[config.mk]
export PLATFORM = sky130hd
export DESIGN_NAME = prim_dev_run_ctrl
export DESIGN_NICKNAME = d
export VERILOG_FILES = /design/src/rtl/prim_dev_run_ctrl.sv
export SDC_FILE = /design/constraint.sdc
export NUM_CORES = 1
export LEC_CHECK = 0
export BUFFER_PORTS_ARGS = -buffer_cell sky130_fd_sc_hd__buf_2
export CAP_MARGIN = 5
export CORE_ASPECT_RATIO = 0.6
export CORE_UTILIZATION = 49
export CTS_CLUSTER_DIAMETER = 60
export DETAILED_ROUTE_END_ITERATION = 16
export HOLD_SLACK_MARGIN = 0.08
export PLACE_DENSITY_LB_ADDON = 0.25
export SYNTH_ARGS = -nofsm -noshare
export SYNTH_HDL_FRONTEND = slang
export SYNTH_SLANG_ARGS = --single-unit
[constraint.sdc]
create_clock -name clk -period 2 [get_ports clk]
set_input_delay 0.5 -clock clk [delete_from_list [all_inputs] [get_ports clk]]
set_output_delay 0.5 -clock clk [all_outputs]
set_load 0.03 [all_outputs]
[src/rtl/prim_dev_run_ctrl.sv]
// Run controller for the primitive processor device: reset pulse, settle, bounded run, capture.
// Optional early stop on a stable result is enabled by defining PRIM_CTRL_EARLY_STOP_EN.
module prim_dev_run_ctrl #(
  parameter int unsigned SEL_W         = 3,
  parameter int unsigned DATA_W        = 32,
  parameter int unsigned RUN_CYCLES    = 20,
  parameter int unsigned STABLE_CYCLES = 4
) (
  input  logic              clk,
  input  logic              rst,
  input  logic              req_valid_i,
  output logic              req_ready_o,
  input  logic [SEL_W-1:0]  req_sel_i,
  input  logic              abort_i,
  output logic              dev_rst_o,
  output logic              dev_en_o,
  output logic [SEL_W-1:0]  dev_sw_o,
  input  logic [DATA_W-1:0] dev_result_i,
  output logic              rsp_valid_o,
  input  logic              rsp_ready_i,
  output logic [DATA_W-1:0] rsp_result_o,
  output logic [9:0]        rsp_cycles_o,
  output logic              rsp_abort_o,
  output logic              busy_o
);

  typedef enum logic [2:0] {
    StIdle,
    StReset,
    StSettle,
    StRun,
    StCapture,
    StResp
  } state_e;

  state_e state_q, state_d;

  logic [9:0]        cnt_q, cnt_d;
  logic [9:0]        cnt_inc;
  logic              abort_q, abort_d;
  logic [SEL_W-1:0]  sw_q, sw_d;
  logic [DATA_W-1:0] result_q, result_d;
  logic [9:0]        cycles_q, cycles_d;
  logic              rsp_abort_q, rsp_abort_d;
  logic              run_done;
  logic              early_stop;

  // cnt_q holds the number of RUN cycles already completed
  assign cnt_inc  = cnt_q + 10'd1;
  assign run_done = (cnt_inc == 10'(RUN_CYCLES));

`ifdef PRIM_CTRL_EARLY_STOP_EN
  logic [DATA_W-1:0] prev_q;
  logic [9:0]        stable_q, stable_d;
  logic              sample_eq;

  // The first RUN cycle has no in-run predecessor to compare against
  assign sample_eq  = (dev_result_i == prev_q) && (cnt_q != 10'd0);
  assign early_stop = (state_q == StRun) && sample_eq &&
                      ((stable_q + 10'd1) == 10'(STABLE_CYCLES));

  always_comb begin
    stable_d = stable_q;
    if (state_q == StSettle) begin
      stable_d = '0;
    end else if (state_q == StRun) begin
      stable_d = sample_eq ? (stable_q + 10'd1) : '0;
    end
  end

  always_ff @(posedge clk or negedge rst) begin
    if (!rst) begin
      prev_q   <= '0;
      stable_q <= '0;
    end else begin
      prev_q   <= dev_result_i;
      stable_q <= stable_d;
    end
  end
`else
  logic unused_stable_cfg;
  assign unused_stable_cfg = ^10'(STABLE_CYCLES);
  assign early_stop        = 1'b0;
`endif

  always_ff @(posedge clk or negedge rst) begin
    if (!rst) begin
      state_q <= StIdle;
    end else begin
      state_q <= state_d;
    end
  end

  always_ff @(posedge clk or negedge rst) begin
    if (!rst) begin
      cnt_q       <= '0;
      abort_q     <= 1'b0;
      sw_q        <= '0;
      result_q    <= '0;
      cycles_q    <= '0;
      rsp_abort_q <= 1'b0;
    end else begin
      cnt_q       <= cnt_d;
      abort_q     <= abort_d;
      sw_q        <= sw_d;
      result_q    <= result_d;
      cycles_q    <= cycles_d;
      rsp_abort_q <= rsp_abort_d;
    end
  end

  always_comb begin
    state_d     = state_q;
    cnt_d       = cnt_q;
    abort_d     = abort_q;
    sw_d        = sw_q;
    result_d    = result_q;
    cycles_d    = cycles_q;
    rsp_abort_d = rsp_abort_q;
    unique case (state_q)
      StIdle: begin
        if (req_valid_i) begin
          sw_d    = req_sel_i;
          state_d = StReset;
        end
      end
      StReset: state_d = StSettle;
      StSettle: begin
        cnt_d   = '0;
        abort_d = 1'b0;
        state_d = StRun;
      end
      StRun: begin
        cnt_d = cnt_inc;
        if (abort_i) begin
          abort_d = 1'b1;
          state_d = StCapture;
        end else if (run_done || early_stop) begin
          state_d = StCapture;
        end
      end
      StCapture: begin
        result_d    = dev_result_i;
        cycles_d    = cnt_q;
        rsp_abort_d = abort_q;
        state_d     = StResp;
      end
      StResp: begin
        if (rsp_ready_i) begin
          state_d = StIdle;
        end
      end
      default: state_d = StIdle;
    endcase
  end

  always_comb begin
    req_ready_o = 1'b0;
    dev_rst_o   = 1'b0;
    dev_en_o    = 1'b0;
    rsp_valid_o = 1'b0;
    unique case (state_q)
      StIdle:  req_ready_o = 1'b1;
      StReset: dev_rst_o   = 1'b1;
      StRun:   dev_en_o    = 1'b1;
      StResp:  rsp_valid_o = 1'b1;
      default: ;
    endcase
  end

  assign busy_o       = (state_q != StIdle);
  assign dev_sw_o     = sw_q;
  assign rsp_result_o = result_q;
  assign rsp_cycles_o = cycles_q;
  assign rsp_abort_o  = rsp_abort_q;

endmodule

# ---- Yosys cells after proc, flatten, opt, wreduce, memory -nomap -nowiden
# Cells that the tools add are included.
dict set report word_totals {
  output_inout_bits 51
  reg_bits 60
  wordCells 36
}
dict set report op_classes {
  n_addsub 1
  eq_ne 10
  n_mux 12
  reduce_logical 6
}
# operator count
set op_table {}
lappend op_table {{$pmux 10 s2} 1}
lappend op_table {{$pmux 3 s6} 1}
lappend op_table {{$mux 3} 4}
lappend op_table {{$add 10x1->10 const B} 1}
lappend op_table {{$eq 10x5->1 const B} 1}
lappend op_table {{$eq 3x2->1 const B} 2}
lappend op_table {{$eq 3x3->1 const B} 2}
lappend op_table {{$ne 2x2->1 const B} 3}
lappend op_table {{$mux 1} 5}
lappend op_table {{$reduce_and 2->1} 2}
lappend op_table {{$eq 3x1->1 const B} 1}
lappend op_table {{$logic_not 3->1} 1}
lappend op_table {{$ne 3x3->1 const B} 1}
lappend op_table {{$reduce_and 3->1} 1}
lappend op_table {{$reduce_bool 3->1} 1}
lappend op_table {{$pmux 1 s2} 1}
lappend op_table {{$reduce_bool 2->1} 1}

# ---- Logic depth before layout (Yosys ltp)
dict set report depth {
  depth_word 5
  depth_mapped 6
  depth_no_buf 5
}

# ---- Least setup slack after synthesis
# Ideal clock, no wire load.
dict set report synth_timing {
  path_kind {register -> register}
  startpoint {register state_q[2]}
  endpoint {register sw_q[0] (netlist: dev_sw_o[0])}
  setup_slack_ns 0.049
  path_stages_with_launch 6
  period_less_slack_ns 1.951
  n_path_buf 1
  t_arrival_ns 1.826
  path_cell_list {dfrtp_1 -> buf_6 -> or3_1 -> inv_1 -> and2_1 -> mux2_2}
}
dict set report synth_between {
  elab_chain_len 2
}
# element line
set synth_rtl {}
lappend synth_rtl {{from (decl)} 36} ;# state_e state_q, state_d;
lappend synth_rtl {{from (signal assigned)} 88} ;# state_q <= StIdle;
lappend synth_rtl {{from (signal assigned)} 90} ;# state_q <= state_d;
lappend synth_rtl {{$logic_not 3->1} 120} ;# unique case (state_q)
lappend synth_rtl {{$reduce_and 2->1 (no line)} n/a}
lappend synth_rtl {{to (signal assigned)} 105} ;# sw_q <= sw_d;
lappend synth_rtl {{to (decl)} 41} ;# logic [SEL_W-1:0] sw_q, sw_d;
# No other way between the ends.
# A chain may end at the register's enable or synchronous reset.

# ---- Final worst setup path
dict set report layout_timing {
  startpoint {register state_q[2]}
  endpoint {output port req_ready_o}
}
dict set report layout_between {
  elab_chain_len 2
}
# element line
set layout_rtl {}
lappend layout_rtl {{$logic_not 3->1} 162} ;# unique case (state_q)
lappend layout_rtl {{$mux 1} 162}
lappend layout_rtl {{to (decl)} 12} ;# output logic req_ready_o,
# No other way between the ends.

==> results list <==
- Final worst-path cycle share: 0.9570
- Setup TNS: 0 ps
* Clock tree from TritonCTS: done
- In this run the worst hold path is classified as in2async.
* Seq pwr share: 0.358
* Async S/R FF share, synth: 1.000
- Adder-cell share of the synthesized area: 0.004817
* Initial cell density of the core: 0.5113
* Synth Area in Compound Gates: 0.06840
- The critical path goes through or3_1 -> inv_1 -> clkbuf_4.
* FF-to-FF path depth: 5
* Max Transition Viols Final: 0
- Critical path data arrival time: 1410 ps
* Num rows: 20
- Layout net count: 338
- The smallest clock period supported by the final layout is computed as 1914 ps.
- The largest single stage delay on the critical path is 440 ps.
- Gpl congestion: 0.7871
- Fraction of the mapped netlist area in simple logic gates: 0.09200
- Power density cells: 1652 mW/mm2
* Maximum fanout along the worst path: 6
- The number of buffers and inverters on the critical path is 2.
* Post-DRT Antenna Nets: 0
- Broken down by cell family, the worst path's largest delay share belongs to flip-flops.
- Reg clk slew, reported paths: 60 ps
* Worst hold-check slack: 149.0 ps
- In this run the tool buffered the top-level ports with 90 buffer cells.
* 1st-pass router iterations: 4
- Main combinational cell family by area after synthesis: multiplexers
- In this run the static leakage power is 1.672 nW.
- Critical Path RT: 1500 ps
- For this block, wires on met1 add up to 2.342 mm.
- FF+latch count, synth: 60
* Inserted Clock Buffers: 9
- Antenna diode count: 0
- Among all flip-flop cells after synthesis, the most frequent one is dfrtp_1.
- Share of total power in the clock network: 0.189
- Post-Synthesis Net Count: 241
* Startpoint type of the worst setup path: flop
* Top sig layer: met4
* Via-per-instance ratio: 5.210
* Die Span Y: 58.40 um
- Overall die area: 0.005606 mm2
- Pin count of the biggest net entering global routing: 61
- The worst setup path is captured at an output port.
- The routed design uses 368 um of met3 wire.
* Gate count of the mapped netlist: 200
- The final route contains 1912 vias.
- Setup repair after global routing left no endpoint under its margin.
- Measured against its own limit, the worst slew margin works out to 0.6856.
- The flow ran to the end, and the final reports show no timing, DRC or antenna violations.
* Max clock buf depth: 2
- Overall power consumption after layout is estimated at 5.515 mW.
- The routed design has 5.138 mm of wire.
- Setup slack on the worst reg-to-reg path comes out at 310 ps.
* I/O Pins: 91
* EDFF count, synth: 0
- The number of global-route vias before repair is 1817.
* Reg-to-reg critical path endpoint: state_q[0]$_DFFE_PN0P_
- Buffer cell driving the clock tree root: clkbuf_8
* Area of the mapped netlist: 0.002597 mm2
- Largest vdd supply drop: 0.8577 mV
* Remaining design rule violation count: 0
- First-pass GRT wire length: 8.438 mm
- Final Hold Fails: 0
- The area growth from synthesis to layout is 28.52%.
* Clk sinks: 60
* Critical path start-end classification: reg2out
- During synthesis, Yosys emitted a total of 0 warnings.
- The routed design uses 2.342 mm of met2 wire.
- Fraction of synthesized cell area in xor and xnor cells: 0.003372
- After synthesis, the share of cell area in mux cells is 0.2153.
- The number of hold buffers added after CTS was 0.
- Among all stages on the critical path, the largest delay is contributed by dfrtp_2.
* Internal Dissipation: 3.248 mW
- Averaged over all synthesized cells, the footprint is 12.99 um2.
- The tool flagged a number of max-cap violations equal to 0.
- Total global routing track utilization: 0.2052
- Share of cells above drive strength 1: 0.5581
- Of the total power, the share spent switching nets is 0.4111.
- Cell variety after synth: 38
- Antenna violations before repair: 0
- Worst Max-Slew Pin Slew: 470.6 ps
* Wire length per cell: 14.00 um
- The total overflow left after global routing is 0.
- Combinational share of power: 0.453
* Max Fclk: 522.5 MHz
- Clock latency reported for the late side of the worst-skew pair: 340 ps
* Final setup violating endpoints: 0
- Width of the die: 96.00 um
- Net load switching power: 2.267 mW
- Number of design-rule violations left by the first detailed-router iteration: 91
- Portion of the post-synthesis area used by sequential elements: 0.5780
- The clock tree synthesis step divided the H-tree into 3 levels.
- Detailed placement finished with a half-perimeter wire length of 3.491 mm.
* Setup skew after layout: 7.055 ps
- In this run the critical register-to-register path is launched from cnt_q[0]$_DFFE_PN0P_.
- Core area: 0.005080 mm2
## repair_timing
action	in CTS	in global routing
resized for setup	2	3
setup buffers	0	6
endpoints found under the setup margin	2	3
## worst max path at each step
stage,start,end,slack [ps],depth (start not counted)
3_3_place_gp,state_q[0]$_DFFE_PN0P_,dev_rst_o,300,3
3_5_place_dp,state_q[0]$_DFFE_PN0P_,dev_en_o,310,3
5_1_grt,state_q[0]$_DFFE_PN0P_,req_ready_o,10,3
4_1_cts,state_q[2]$_DFFE_PN0P_,dev_en_o,9,3
6_report,state_q[2]$_DFFE_PN0P_,req_ready_o,90,3
2_1_floorplan,state_q[2]$_DFFE_PN0P_,dev_sw_o[0]$_DFFE_PN0P_,50,5
## state kept, by name, indices dropped and copies added, names as in the netlist
signal,flops
dev_sw_o,3
rsp_result_o,32
state_q,3
abort_q,1
rsp_cycles_o,10
rsp_abort_o,1
cnt_q,10
## layer usage
metal / vias to the layer above / track usage
met2: 62 / 0.3060
met3: 8 / 0.08656
met4: 0 / 0.08316
met5: - / 0
li1: 905 / -
met1: 937 / 0.2664
## cell type report
class	count	area, um2
multi-input cells	123	1001
clock inverters	4	50.05
flip-flops and latches	60	1505
fillers	400	1742
clock buffers	11	141.4
inverters	4	15.01
well taps	66	82.58
repair buffers	99	543.0
## kinds of logic (layout without fill, tap and decap cells)
kind of cell | Yosys count | in the layout
flip-flops | 60 | 60
multiplexers | 50 | 50
AND/OR/NAND/NOR | 45 | 45
AO/OA/AOI/OAI | 26 | 26
buffers and inverters | 17 | 118
adder cells (fa/ha/maj) | 1 | 1
XOR/XNOR | 1 | 1
## per-stage QoR
stage	cell area [um2]	utilization	instances	setup slack, ps
after floorplan	2597	-	200	48.83
after global placement	3095	0.6094	346	304.7
after detailed placement	3095	0.6094	346	309.1
after CTS	3291	0.6478	361	9.482
after global routing	3338	0.6571	367	10.32
final	3338	0.6571	367	86.04
## placed cells by master, fill, tap and decap left out, types with 3 or more instances in the layout
cell	instances
or3_1	3
dfrtp_1	57
mux2i_1	3
buf_2	89
a21oi_1	5
mux2_2	47
clkbuf_8	10
nand2_1	12
nor2_1	6
nor3_1	4
inv_1	4
nand3_1	4
dfrtp_2	3
buf_4	6
o21ai_0	7
## power by group through the flow
stage                     clock, mW  sequential (mW)  combinational, mW
after global routing           1.13             2.05               2.68
after detailed placement          0             1.99               2.38
after floorplan                   0             2.68               1.08
after CTS                      1.09             1.98               2.38
final                          1.04             1.97               2.50
after global placement            0             1.99               2.34
## cell usage after synthesis, types with 2 or more instances
library cell  count  area [um2]
o31ai_1           2       15.01
buf_4             4       30.03
mux2i_1           3       30.03
inv_1             4       15.01
nand3_1           4       20.02
or4_1             2       15.01
mux2_2           47       529.3
and2_1            3       18.77
nand2_1          12       45.04
dfrtp_1          60        1501
clkbuf_1          3       11.26
nor2_1            7       26.28
o21ai_0           7       35.03
a22o_1            2       17.52
buf_6             2       22.52
nor3_1            4       20.02
nand4_1           2       12.51
a21oi_1           5       25.02
nor4_1            2       12.51
buf_2             4       20.02
nor2b_1           2       12.51
or3_1             3       18.77
## worst reg2reg max path, delay by kind of cell, from the launching register on
kind | cells | cell delay [ps]
compound gates | 1 | 240
fa+ha+maj | 1 | 280
flops | 1 | 410
simple gates | 3 | 650
Power figures use the tool's default switching activity.
